<file path="src/rtl/hub75_capture.sv">
// HUB75 receive monitor: oversamples the panel bus, rebuilds each shifted row, decodes
// its bit-plane from the OE pulse width and replays the row as a tagged pixel stream.
module hub75_capture #(
    parameter int COLUMNS   = 64,
    parameter int CLK_RATIO = 4,
    parameter int OE_WIDTH  = 8
) (
    input  logic                         clk_in,
    input  logic                         reset,
    input  logic                         hub_clk,
    input  logic                         hub_latch,
    input  logic                         hub_oe,
    input  logic [3:0]                   hub_row,
    input  logic [2:0]                   hub_rgb_top,
    input  logic [2:0]                   hub_rgb_bot,
    output logic                         pix_valid,
    output logic [$clog2(COLUMNS)-1:0]   pix_column,
    output logic [3:0]                   pix_row,
    output logic [2:0]                   pix_plane,
    output logic [2:0]                   pix_rgb_top,
    output logic [2:0]                   pix_rgb_bot,
    output logic [OE_WIDTH-1:0]          oe_width,
    output logic                         err_length,
    output logic                         err_plane,
    output logic                         err_overrun
);

    localparam int COL_W  = $clog2(COLUMNS);
    localparam int PCNT_W = $clog2(COLUMNS + 2);
    localparam int PRE_W  = $clog2(CLK_RATIO + 1);
    localparam int SYNC_W = 13;

    typedef enum logic [1:0] {
        C_IDLE    = 2'd0,
        C_WAIT_OE = 2'd1,
        C_MEASURE = 2'd2,
        C_EMIT    = 2'd3
    } commit_state_t;

    // Maps a measured OE width to {valid, plane}; only powers of two 2..64 are legal.
    function automatic logic [3:0] decode_plane(input logic [OE_WIDTH-1:0] width);
        case (width)
            OE_WIDTH'(2):  decode_plane = {1'b1, 3'd0};
            OE_WIDTH'(4):  decode_plane = {1'b1, 3'd1};
            OE_WIDTH'(8):  decode_plane = {1'b1, 3'd2};
            OE_WIDTH'(16): decode_plane = {1'b1, 3'd3};
            OE_WIDTH'(32): decode_plane = {1'b1, 3'd4};
            OE_WIDTH'(64): decode_plane = {1'b1, 3'd5};
            default:       decode_plane = {1'b0, 3'd0};
        endcase
    endfunction

    logic [SYNC_W-1:0] sync1_r;
    logic [SYNC_W-1:0] sync2_r;
    logic [2:0]        edge_prev_r;

    logic              clk_s;
    logic              latch_s;
    logic              oe_s;
    logic [3:0]        row_s;
    logic [5:0]        rgb_s;
    logic              clk_rise_s;
    logic              latch_rise_s;
    logic              oe_rise_s;
    logic              oe_fall_s;

    logic [COL_W-1:0]  col_cnt_r;
    logic [PCNT_W-1:0] pix_cnt_r;
    logic [PCNT_W-1:0] pix_cnt_upd_s;
    logic              line_valid_s;
    logic              line_short_s;
    logic              commit_s;

    logic [5:0]        shift_mem_r [COLUMNS];
    logic [5:0]        hold_mem_r  [COLUMNS];

    commit_state_t     state_r;
    logic [3:0]        line_row_r;
    logic [OE_WIDTH-1:0] unit_r;
    logic [PRE_W-1:0]  presc_r;
    logic [3:0]        plane_dec_s;

    assign clk_s   = sync2_r[12];
    assign latch_s = sync2_r[11];
    assign oe_s    = sync2_r[10];
    assign row_s   = sync2_r[9:6];
    assign rgb_s   = sync2_r[5:0];

    assign clk_rise_s   = clk_s   & ~edge_prev_r[2];
    assign latch_rise_s = latch_s & ~edge_prev_r[1];
    assign oe_rise_s    = oe_s    & ~edge_prev_r[0];
    assign oe_fall_s    = ~oe_s   &  edge_prev_r[0];

    assign plane_dec_s = decode_plane(unit_r);

    // Two-stage synchroniser for the whole bus plus the previous-value copy for edge detection.
    always_ff @(posedge clk_in) begin
        if (reset) begin
            sync1_r     <= {SYNC_W{1'b0}};
            sync2_r     <= {SYNC_W{1'b0}};
            edge_prev_r <= 3'b000;
        end else begin
            sync1_r     <= {hub_clk, hub_latch, hub_oe, hub_row, hub_rgb_top, hub_rgb_bot};
            sync2_r     <= sync1_r;
            edge_prev_r <= {clk_s, latch_s, oe_s};
        end
    end

    // A pixel arriving with the latch is counted before the latch is judged.
    always_comb begin
        pix_cnt_upd_s = pix_cnt_r;
        if (clk_rise_s && (pix_cnt_r != PCNT_W'(COLUMNS + 1))) begin
            pix_cnt_upd_s = pix_cnt_r + PCNT_W'(1);
        end else begin
            pix_cnt_upd_s = pix_cnt_r;
        end
        line_valid_s = latch_rise_s && (pix_cnt_upd_s == PCNT_W'(COLUMNS));
        line_short_s = latch_rise_s && (pix_cnt_upd_s != PCNT_W'(COLUMNS));
        commit_s     = line_valid_s && (state_r == C_IDLE);
    end

    // Shift-side counters: column pointer runs down from the last column, pixel count saturates.
    always_ff @(posedge clk_in) begin
        if (reset) begin
            col_cnt_r <= COL_W'(COLUMNS - 1);
            pix_cnt_r <= {PCNT_W{1'b0}};
        end else if (latch_rise_s) begin
            col_cnt_r <= COL_W'(COLUMNS - 1);
            pix_cnt_r <= {PCNT_W{1'b0}};
        end else begin
            if (clk_rise_s) begin
                col_cnt_r <= col_cnt_r - COL_W'(1);
            end
            pix_cnt_r <= pix_cnt_upd_s;
        end
    end

    // Shift buffer write; contents need no reset.
    always_ff @(posedge clk_in) begin
        if (clk_rise_s) begin
            shift_mem_r[col_cnt_r] <= rgb_s;
        end
    end

    // Hold buffer snapshot on commit, merging a pixel that lands on the latch cycle.
    always_ff @(posedge clk_in) begin
        if (commit_s) begin
            for (int i = 0; i < COLUMNS; i++) begin
                if (clk_rise_s && (col_cnt_r == COL_W'(i))) begin
                    hold_mem_r[i] <= rgb_s;
                end else begin
                    hold_mem_r[i] <= shift_mem_r[i];
                end
            end
        end
    end

    // Commit FSM: wait for OE, measure its width, decode the plane and replay the held row.
    always_ff @(posedge clk_in) begin
        if (reset) begin
            state_r     <= C_IDLE;
            line_row_r  <= 4'd0;
            unit_r      <= {OE_WIDTH{1'b0}};
            presc_r     <= {PRE_W{1'b0}};
            pix_valid   <= 1'b0;
            pix_column  <= {COL_W{1'b0}};
            pix_row     <= 4'd0;
            pix_plane   <= 3'd0;
            pix_rgb_top <= 3'd0;
            pix_rgb_bot <= 3'd0;
            oe_width    <= {OE_WIDTH{1'b0}};
            err_length  <= 1'b0;
            err_plane   <= 1'b0;
            err_overrun <= 1'b0;
        end else begin
            pix_valid   <= 1'b0;
            pix_rgb_top <= 3'd0;
            pix_rgb_bot <= 3'd0;
            err_plane   <= 1'b0;
            err_length  <= line_short_s;
            err_overrun <= line_valid_s && (state_r != C_IDLE);
            case (state_r)
                C_IDLE: begin
                    if (line_valid_s) begin
                        line_row_r <= row_s;
                        state_r    <= C_WAIT_OE;
                    end
                end
                C_WAIT_OE: begin
                    if (oe_rise_s) begin
                        unit_r  <= {OE_WIDTH{1'b0}};
                        presc_r <= PRE_W'(CLK_RATIO / 2);
                        state_r <= C_MEASURE;
                    end
                end
                C_MEASURE: begin
                    if (oe_fall_s) begin
                        oe_width <= unit_r;
                        if (plane_dec_s[3]) begin
                            // First beat leaves with the decode so the burst starts without a gap.
                            pix_valid   <= 1'b1;
                            pix_column  <= COL_W'(COLUMNS - 1);
                            pix_row     <= line_row_r;
                            pix_plane   <= plane_dec_s[2:0];
                            pix_rgb_top <= hold_mem_r[COLUMNS - 1][5:3];
                            pix_rgb_bot <= hold_mem_r[COLUMNS - 1][2:0];
                            state_r     <= C_EMIT;
                        end else begin
                            err_plane <= 1'b1;
                            state_r   <= C_IDLE;
                        end
                    end else if (oe_s) begin
                        if (presc_r == PRE_W'(1)) begin
                            presc_r <= PRE_W'(CLK_RATIO);
                            if (unit_r != {OE_WIDTH{1'b1}}) begin
                                unit_r <= unit_r + OE_WIDTH'(1);
                            end
                        end else begin
                            presc_r <= presc_r - PRE_W'(1);
                        end
                    end
                end
                C_EMIT: begin
                    if (pix_column == {COL_W{1'b0}}) begin
                        state_r <= C_IDLE;
                    end else begin
                        pix_valid   <= 1'b1;
                        pix_column  <= pix_column - COL_W'(1);
                        pix_rgb_top <= hold_mem_r[pix_column - COL_W'(1)][5:3];
                        pix_rgb_bot <= hold_mem_r[pix_column - COL_W'(1)][2:0];
                    end
                end
                default: begin
                    state_r <= C_IDLE;
                end
            endcase
        end
    end

endmodule

</file>
<file path="config.mk">
export PLATFORM = sky130hd
export DESIGN_NAME = hub75_capture
export DESIGN_NICKNAME = d
export VERILOG_FILES = /design/src/rtl/hub75_capture.sv
export SDC_FILE = /design/constraint.sdc
export NUM_CORES = 1
export LEC_CHECK = 0
export BUFFER_PORTS_ARGS = -buffer_cell sky130_fd_sc_hd__buf_2
export CORE_MARGIN = 5
export CORE_UTILIZATION = 25
export CTS_BUF_LIST = sky130_fd_sc_hd__clkbuf_2
export CTS_CLUSTER_DIAMETER = 100
export DETAILED_ROUTE_END_ITERATION = 8
export PLACE_DENSITY = 0.5
export SYNTH_ARGS = -nofsm -noshare
export SYNTH_HDL_FRONTEND = slang
export SYNTH_SLANG_ARGS = --single-unit
</file>
<file path="constraint.sdc">
create_clock -name clk_in -period 15.2 [get_ports clk_in]
set_input_delay 0.76 -clock clk_in [delete_from_list [all_inputs] [get_ports clk_in]]
set_output_delay 0.76 -clock clk_in [all_outputs]
set_load 0.01 [all_outputs]
</file>
-- Yosys cells after proc, flatten, opt, wreduce, memory -nomap -nowiden
Memories as Yosys holds them, arrays and structs flattened.
Index checks and enable logic that the tools add are counted.
- bits in registers: 90
- bits in latches: 0
- bits in writable memories: 768
- memory bits (read-only): 0
- bits of input ports: 15
- logic and storage cells: 757
- memories kept: 2
- add/subtract/negate cells: 5
- multiply operators: 0
- div/mod/pow operators: 0
- order comparisons: 0
- eq/ne operators: 87
- shift-type cells: 0
- multiplexer cells: 486
- bitwise operators: 74
- reductions and logical operators: 84
- memories (memory ; depth ; bits a word ; rd ports ; clocked after Yosys merged registers in ; write ports ; line ; text):
    hold_mem_r ; 64 ; 6 ; 2 ; 0 ; 64 ; 75 ; logic [5:0] hold_mem_r [COLUMNS];
    shift_mem_r ; 64 ; 6 ; 64 ; 0 ; 1 ; 74 ; logic [5:0] shift_mem_r [COLUMNS];
- operators with widths (cell ; number):
    6-bit two-way mux ; 67
    1-bit two-way mux ; 390
    6-bit equality test, second input constant ; 32
    6-bit by 5-bit equality test with 1-bit output, second input constant ; 16
    1-bit logical AND ; 69
    1-bit OR ; 64
    6-bit by 4-bit equality test with 1-bit output, second input constant ; 8
    8-bit two-way mux ; 5
    3-bit two-way mux ; 10
    6-bit by 3-bit equality test with 1-bit output, second input constant ; 4
    4-bit one-hot mux with 6 select lines ; 1
    2-bit inequality test, second input constant ; 10
    3-bit one-hot mux with 2 select lines ; 3
    8-bit one-hot mux with 2 select lines ; 1
    7-bit inequality test, second input constant ; 2
    6-bit by 2-bit equality test with 1-bit output, second input constant ; 2
    6-bit logical NOT ; 2
    6-bit one-hot mux with 2 select lines ; 1
    4-bit AND reduction ; 3
    6-bit by 1-bit subtractor with 6-bit output, second input constant ; 2
    2-bit two-way mux ; 5
    8-bit by 1-bit adder with 8-bit output, second input constant ; 1
    8-bit by 2-bit equality test with 1-bit output, second input constant ; 1
    8-bit by 3-bit equality test with 1-bit output, second input constant ; 1
    24 further kinds ; 36

-- Logic depth before layout (Yosys ltp)
Gate-level depths: netlist of the first run.
- depth after elaboration: 10
- depth in mapped cells: 14

-- Least setup slack after synthesis of the first run
No wires, ideal clock.
- kind: reg2reg
- start point: register pix_cnt_r[0]
- end point: memory hold_mem_r[0][0] (enable)
- library setup time: 0.800 ns
- data arrival time: 10.322 ns
- slack: 4.078 ns
- cell stages (with the launch flop): 7
- path buffers: 0
- clock period less this slack: 11.122 ns
- cells stage by stage: dfxtp_1 ha_1 nand3_1 or4_1 nand3_2 o21a_1 and3_1
- RTL lines (item ; line ; text):
    start: declaration ; 68 ; logic [PCNT_W-1:0] pix_cnt_r;
    start signal: assignment ; 126 ; pix_cnt_r <= {PCNT_W{1'b0}};
    start signal: assignment ; 129 ; pix_cnt_r <= {PCNT_W{1'b0}};
    start signal: assignment ; 134 ; pix_cnt_r <= pix_cnt_upd_s;
    end: declaration ; 75 ;

-- Worst setup path after layout of the first run
- start point: register pix_column[0]
- end point: register pix_rgb_top[1]
- cells in the longest elaborated chain, start to end: 4
- ends and longest elaborated chain (item ; line ; text):
    start: declaration ; 17 ; output logic [$clog2(COLUMNS)-1:0] pix_column,
    start signal: assignment ; 166 ; pix_column <= {COL_W{1'b0}};
    start signal: assignment ; 202 ; pix_column <= COL_W'(COLUMNS - 1);
    start signal: assignment ; 228 ; pix_column <= pix_column - COL_W'(1);
    6-bit by 1-bit subtractor with 6-bit output ; 229 ; pix_rgb_top <= hold_mem_r[pix_column - COL_W'(1)][5:3];
    memory read 64 x 6 bit ; - ;
    3-bit two-way mux (*) ; 224 ; if (pix_column == {COL_W{1'b0}}) begin
    3-bit one-hot mux with 2 select lines (*) ; 182 ; case (state_r)
    end signal: assignment ; 205 ; pix_rgb_top <= hold_mem_r[COLUMNS - 1][5:3];
    end signal: assignment ; 229 ;
    end: declaration ; 20 ; output logic [2:0] pix_rgb_top,
Every way passes the cells marked *; elsewhere a longest branch is shown, timed or not.
A chain may end at the register's enable or synchronous reset.

==> flow_summary.json, run 1 <==
{
  "layout.nets": 2464,
  "hold_path_class": "input port to register",
  "crit_start": "pix_column[0]",
  "final_layout_size_suffix_gt1_share_pct": 36.2,
  "drt_first_pass_iters": 5,
  "die_height_um": 392,
  "rows": 140,
  "grt_pass1_wl_um": 142000,
  "core_area_um2": 145000,
  "fin_crit_sh_pct": 26.8,
  "min_from": "reset",
  "syn_nets": 2267,
  "post_cts_buffers": 0,
  "wire_per_inst_um": 21.2,
  "place.port_buffers": 45,
  "multiInputGateArea_um2": 11100,
  "tritoncts": "done",
  "die_w_um": 392,
  "rsz0062_at_grt": "false",
  "via_count": 20006,
  "clkSinkCount": 858,
  "worstPathArrival_ns": 5.40,
  "critPathSlowestCell": "buf_4",
  "synth_cell_types": 69,
  "gp_congestion": 0.812,
  "seq_area_um2": 24900,
  "cts_buffers": 219,
  "fin_crit_ns": 4.08,
  "grt_max_degree": 169,
  "nFillCells": 14747,
  "path_buf_inv": 3,
  "dp_hpwl_um": 59100,
  "drtIter0Drc": 1436,
  "netlist_instances": 2239,
  "syn_area_um2": 36500,
  "dpl_worst_slack_ns": 11.17,
  "syn_area_per_cell_um2": 16.3,
  "reg2reg_from": "pix_column[0]",
  "ys.flop_type": "edfxtp_1",
  "antenna_found_initial": 2,
  "io_pins": 46,
  "worst_slack_ns": 11.12,
  "leakagePower_nw": 14.8,
  "tns_ns": 0,
  "grt_overflow": 0,
  "slew-limit-headroom_pct": 7.80,
  "cp-end-kind": "register",
  "start_util_pct": 25.1,
  "max_freq_mhz": 245,
  "clk_pin_slew_worst_paths_ns": 0.11,
  "tightest_slew_ns": 1.38,
  "drc": 0,
  "dieArea_um2": 154000,
  "cap_violations": 0,
  "root_buffer": "clkbuf_2",
  "h-tree-depth": 4,
  "crit_chain": "inv_2, ha_4, xor2_4, buf_4, buf_4, nor2_1, nor2_1, o221ai_1, nor3_1, a211o_1",
  "skew_ns": 0.112,
  "postSynthRegisterBits": 858,
  "setup_viol": 0,
  "synthArstFlopShare_pct": 0,
  "timing_worst_setup_path_type": "register to register",
  "ant_nets": 0,
  "path_delay_family": "buffers and inverters",
  "synth_edf_count": 768,
  "vdd_drop_max_uv": 55.8,
  "wl_um": 95800,
  "worstPathRequired_ns": 16.52,
  "grt_usage_pct": 12.4,
  "ys_seq_area_share_pct": 68.1,
  "clk_latency_ns": 1.47,
  "finalMaxSlewViolations": 0,
  "startpoint_type": "register",
  "max_stage_delay_ns": 0.71,
  "status": "complete, no violations",
  "first_global_vias": 20754,
  "post-route-util_pct": 28.4,
  "viasPerCell": 4.43,
  "clockBufferDepth": 3,
  "power_density_nw_per_um2": 103,
  "area_growth_pct": 13.0,
  "hold_violations": 0,
  "yosysWarnings": 0,
  "crit_fanout": 55
}
-- report_power, final --
group / internal [W] / leakage, nW / switching (W)
clock network: 0.000620 / 1.53 / 0.000952
logic: 0.0000447 / 5.00 / 0.0000463
registers: 0.00256 / 8.25 / 0.0000157
-- registers in the layout, summed over array words and instances, names as in the netlist, 6 cells and up --
signal,flops
col_cnt_r,6
hold_mem_r,384
oe_width,8
pix_cnt_r,7
pix_column,6
shift_mem_r,384
sync1_r,13
sync2_r,13
unit_r,8
-- cells by family after synthesis --
group,share of synthesized area (%)
AO/OA/AOI/OAI,5.18
AND/OR/NAND/NOR,6.88
XOR/XNOR,0.500
flip-flops,68.1
adder cells (fa/ha/maj),0.445
buffers and inverters,1.83
multiplexers,17.1
-- per-layer routing --
metal | wire, µm | global-route usage, % | up-vias
li1 | - | - | 9156
met1 | 42300 | 16.1 | 10101
met2 | 44600 | 19.7 | 561
met3 | 5470 | 3.21 | 186
met4 | 3520 | 5.41 | 2
met5 | 13 | 0 | -
-- path summary, 6_finish.rpt --
check / to / slack [ns] / cells past startpoint
worst max-delay path: pix_rgb_top[1] / 11.12 / 10
worst min-delay path: pix_column[3] / 0.38 / 5
worst max register to register: pix_rgb_top[1] / 11.12 / 10
worst min register to register: sync2_r[7] / 0.44 / 1
-- Yosys cell counts, types with 4 or more instances --
| library cell | n | area share, % |
|---|---|---|
| nor2b_1 | 39 | 0.67 |
| or2_2 | 12 | 0.21 |
| o21bai_4 | 16 | 0.82 |
| buf_2 | 22 | 0.30 |
| ha_1 | 13 | 0.45 |
| mux2i_1 | 29 | 0.79 |
| or3_1 | 8 | 0.14 |
| dfxtp_1 | 90 | 4.9 |
| nand4_1 | 7 | 0.12 |
| a211o_1 | 7 | 0.17 |
| a32oi_1 | 18 | 0.43 |
| and3_1 | 10 | 0.17 |
| buf_4 | 5 | 0.10 |
| a21oi_1 | 28 | 0.38 |
| mux4_2 | 60 | 3.7 |
| mux2_2 | 294 | 9.1 |
| o21ai_0 | 18 | 0.25 |
| nor4_1 | 7 | 0.12 |
| mux2_4 | 56 | 2.3 |
| nor2_1 | 134 | 1.4 |
| or4_1 | 4 | 0.082 |
| nor2_2 | 10 | 0.17 |
| nor3_1 | 12 | 0.16 |
| nor2_4 | 6 | 0.18 |
| a211oi_1 | 10 | 0.21 |
| a31oi_1 | 21 | 0.36 |
| and2_1 | 6 | 0.10 |
| a41oi_2 | 8 | 0.36 |
| a31oi_4 | 24 | 1.4 |
| nand3b_1 | 7 | 0.14 |
| buf_1 | 16 | 0.16 |
| inv_1 | 15 | 0.15 |
| o31ai_1 | 5 | 0.10 |
| nand2b_1 | 7 | 0.12 |
| nand2_1 | 190 | 2.0 |
| nand3_1 | 51 | 0.70 |
| xor2_1 | 11 | 0.26 |
| o221ai_1 | 8 | 0.19 |
| edfxtp_1 | 768 | 63 |
| mux2_1 | 40 | 1.2 |
| nor3b_1 | 4 | 0.082 |
| buf_6 | 4 | 0.12 |
| xnor2_1 | 8 | 0.19 |
| clkbuf_1 | 95 | 0.98 |
-- tightest hold or removal path, stage by stage --
cell	delay, ns
dlygate4sd3_1	0.52
buf_2	0.14
inv_1	0.16
o31ai_1	0.11
a21oi_1	0.05
-- cell type report --
class                           count  area share, %
Clock buffer                      334           4.05
Timing Repair Buffer              118           2.18
Multi-Input combinational cell   1223           26.8
Inverter                           16          0.145
Clock inverter                     53          0.709
Sequential cell                   858           60.3
Antenna cell                        1        0.00606
Tap cell                         1917           5.81
-- placed cells by master (no fill, tap or decap), types with 12 or more instances in the layout --
cell type        n
a21oi_1         28
a31oi_1         20
a31oi_4         24
a32oi_1         18
buf_2           45
buf_4           31
clkbuf_2       334
clkinv_1        38
dfxtp_1         83
dlygate4sd3_1   40
edfxtp_1       768
ha_1            12
inv_1           15
mux2_1          40
mux2_2         294
mux2_4          56
mux2i_1         29
mux4_2          60
nand2_1        190
nand3_1         51
nor2_1         133
nor2b_1         36
o21ai_0         18
o21bai_4        16
or2_2           12
-- repair_timing --
action | CTS | global route
endpoints found under the hold margin | 77 | 0
hold buffers | 40 | 0
gates resized for setup | 0 | 0
-- metrics by stage --
| step | cell area, µm² | hold slack (ns) | power, W | cells |
|---|---|---|---|---|
| final | 41300 | 0.380 | 0.00424 | 4520 |
| after global routing | 41300 | 0.279 | 0.00444 | 4520 |
| after CTS | 41300 | 0.153 | 0.00432 | 4519 |
| after detailed placement | 38900 | 0.422 | 0.00271 | 4092 |
| after global placement | 38900 | 0.420 | 0.00271 | 4092 |
| after floorplan | 36500 | 0.414 | 0.00268 | 2239 |
Power figures use the tool's default switching activity.
==> run 2, diff against run 1 <==
Settings changed: ABC_AREA set to 1.
Clock period 15.2 ns to 3.8 ns, I/O delays scaled along.
==> flow_summary.json, run 2 <==
{
  "status": "complete, no violations",
  "crit_fanout": 55,
  "wl_um": 105000,
  "clkPwrFrac_pct": 35.3,
  "r2r-end": "hold_mem_r[21][0]",
  "final_layout_size_suffix_gt1_share_pct": 12.5,
  "syn_nets": 3650,
  "synthArstFlopShare_pct": 0,
  "hold_violations": 0,
  "crit_path_end": "hold_mem_r[21][0]",
  "area_growth_pct": 14.1,
  "postPlaceCellArea_um2": 39500,
  "clkSinkCount": 858,
  "grt_max_degree": 105,
  "place.port_buffers": 45,
  "h-tree-depth": 4,
  "io_pins": 46,
  "grt_usage_pct": 13.3,
  "dieArea_um2": 155000,
  "worstPathRequired_ns": 4.96,
  "via_count": 26767,
  "min_path_cells": 2,
  "syn_area_per_cell_um2": 10.2,
  "drtIter0Drc": 2308,
  "core_area_um2": 146000,
  "clk_pin_slew_worst_paths_ns": 0.13,
  "die_height_um": 394,
  "die_w_um": 394,
  "hold_path_class": "register to register",
  "grt_overflow": 0,
  "netlist_instances": 3622,
  "drc": 0,
  "postSynthRegisterBits": 858,
  "ys_seq_area_share_pct": 67.5,
  "tightest_slew_ns": 1.09,
  "gp_congestion": 0.806,
  "cp-end-kind": "register",
  "vdd_drop_max_uv": 185,
  "fin_crit_ns": 3.13,
  "drt_first_pass_iters": 7,
  "ys_top_cells_by_area": "edfxtp_1 63%, nand2_1 14%, nand3_1 11%",
  "clockBufferDepth": 3,
  "ant_nets": 0,
  "finish.instance_area_um2": 42000,
  "synth_common_cells": "1376 x nand2_1, 793 x nand3_1, 768 x edfxtp_1",
  "yosys.area.top_type": "edfxtp_1",
  "rsz0062_at_grt": "false",
  "synth_cell_types": 34,
  "dp_hpwl_um": 66400,
  "synth.most_common_cell": "nand2_1",
  "layout.nets": 3871,
  "yosysWarnings": 0,
  "fin_crit_sh_pct": 82.2,
  "startpoint_type": "register",
  "max_freq_mhz": 320,
  "power_frac_seq_pct": 59.6,
  "power_density_nw_per_um2": 417,
  "swShare_pct": 26.1,
  "top_regs": "hold_mem_r x384, shift_mem_r x384",
  "post_cts_buffers": 0,
  "skew_ns": 0.117,
  "p_switching_w": 0.00457,
  "r2r_slack_ns": 0.67,
  "internal_power_w": 0.0129,
  "wire_per_inst_um": 17.7,
  "grt_pass1_wl_um": 159000,
  "layout_common_cells": "1376 x nand2_1, 793 x nand3_1, 768 x edfxtp_1",
  "reg2reg_from": "sync2_r[12]",
  "rows": 140,
  "root_buffer": "clkbuf_2",
  "clk_latency_ns": 1.51,
  "netlist.area_leader.share_pct": 62.6,
  "syn_area_um2": 36800,
  "crit_start": "sync2_r[12]",
  "ys.flop_type": "edfxtp_1",
  "first_global_vias": 25644,
  "antenna_found_initial": 3,
  "viasPerCell": 4.51,
  "finalMaxSlewViolations": 0,
  "cts_buffers": 218,
  "worstPathArrival_ns": 4.28,
  "tritoncts": "done",
  "setup_viol": 0,
  "layout_commonest_cell": "nand2_1",
  "synth_edf_count": 768,
  "power_frac_comb_pct": 5.2,
  "cap_violations": 0,
  "slew-limit-headroom_pct": 27.6,
  "timing_worst_setup_path_type": "register to register",
  "tns_ns": 0,
  "leakagePower_nw": 16.2,
  "rr_worst_depth": 15,
  "start_util_pct": 25.2
}
==> run 2: cell count changes in the layout (fill, tap and decap cells not counted), moves of 29 or more <==
cell | before | now
mux2_4 | 56 | 0
nand2_1 | 190 | 1376
mux2_2 | 294 | 0
nor2b_1 | 36 | 0
buf_4 | 31 | 75
mux4_2 | 60 | 0
mux2_1 | 40 | 0
mux2i_1 | 29 | 0
inv_1 | 15 | 99
nand3_1 | 51 | 793
==> run 2: power by group through the flow <==
stage	registers [W]	clock network [W]	logic (W)
after floorplan	0.0106	0	0.000602
after global placement	0.0106	0	0.000848
after detailed placement	0.0106	0	0.000855
after CTS	0.0104	0.00641	0.000901
after global routing	0.0104	0.00691	0.00102
final	0.0104	0.00617	0.000905
==> run 2: worst min-delay path by stage <==
stage | slack (ns) | endpoint | from
floorplan | 0.30 | sync1_r[0] | hub_rgb_bot[0]
global placement | 0.38 | sync2_r[4] | sync1_r[4]
detailed placement | 0.38 | sync2_r[4] | sync1_r[4]
CTS | 0.39 | sync1_r[5] | reset
global route | 0.39 | sync2_r[5] | sync1_r[5]
finish | 0.38 | sync2_r[5] | sync1_r[5]
==> run 2: layer usage <==
| layer | vias to the layer above | wire length (µm) | GRT usage [%] |
|---|---|---|---|
| met5 | - | 0 | 0 |
| met4 | 0 | 2300 | 4.54 |
| met3 | 143 | 6490 | 2.44 |
| li1 | 13023 | - | - |
| met2 | 858 | 49400 | 21.3 |
| met1 | 12743 | 47100 | 18.1 |
==> run 2: cell families (layout without fill, tap and decap cells) <==
kind of cell	Yosys count	in the layout	share of synthesized area [%]
AO/OA/AOI/OAI	73	73	1.06
flip-flops	858	858	67.5
buffers and inverters	297	686	3.61
other	0	8	0
AND/OR/NAND/NOR	2376	2376	27.3
XOR/XNOR	5	5	0.119
adder cells (fa/ha/maj)	13	13	0.442
==> run 2: layout make-up <==
| cell class | instances | area [µm²] |
|---|---|---|
| flip-flops and latches | 858 | 24900 |
| multi-input cells | 2467 | 10700 |
| repair buffers | 194 | 1720 |
| well taps | 1917 | 2400 |
| clock buffers | 319 | 1600 |
| clock inverters | 69 | 339 |
| fillers | 15439 | 104000 |
| diodes | 8 | 20.0 |
| inverters | 104 | 397 |
==> run 2: timing repair <==
action | 4_1_cts | 5_1_grt
gates resized for setup | 0 | 0
endpoints found under the hold margin | 72 | 0
hold buffers | 55 | 0
==> run 2: through the flow <==
step           utilization, %  worst slack [ns]  hold slack (ns)  instances  total power [W]
6_report                 28.8             0.675            0.376       5936           0.0175
5_1_grt                  28.8             0.381            0.390       5935           0.0184
4_1_cts                  28.8             0.697            0.385       5928           0.0177
3_5_place_dp             27.0             0.747            0.383       5485           0.0115
3_3_place_gp             27.0             0.794            0.382       5485           0.0115
2_1_floorplan               -             0.120            0.297       3622           0.0112
==> run 2: worst max-delay path, stage by stage (launching register included) <==
cell	delay [ns]
dfxtp_1	0.33
inv_2	0.05
nor2_4	0.41
nand2_2	0.16
nand2_1	0.10
nand2_1	0.05
inv_1	0.06
nand2_1	0.06
nor2_2	0.17
nand3_4	0.15
nor2_4	0.38
buf_12	0.23
buf_12	0.26
nand2_1	0.21
nand2_1	0.10
nand2_1	0.05
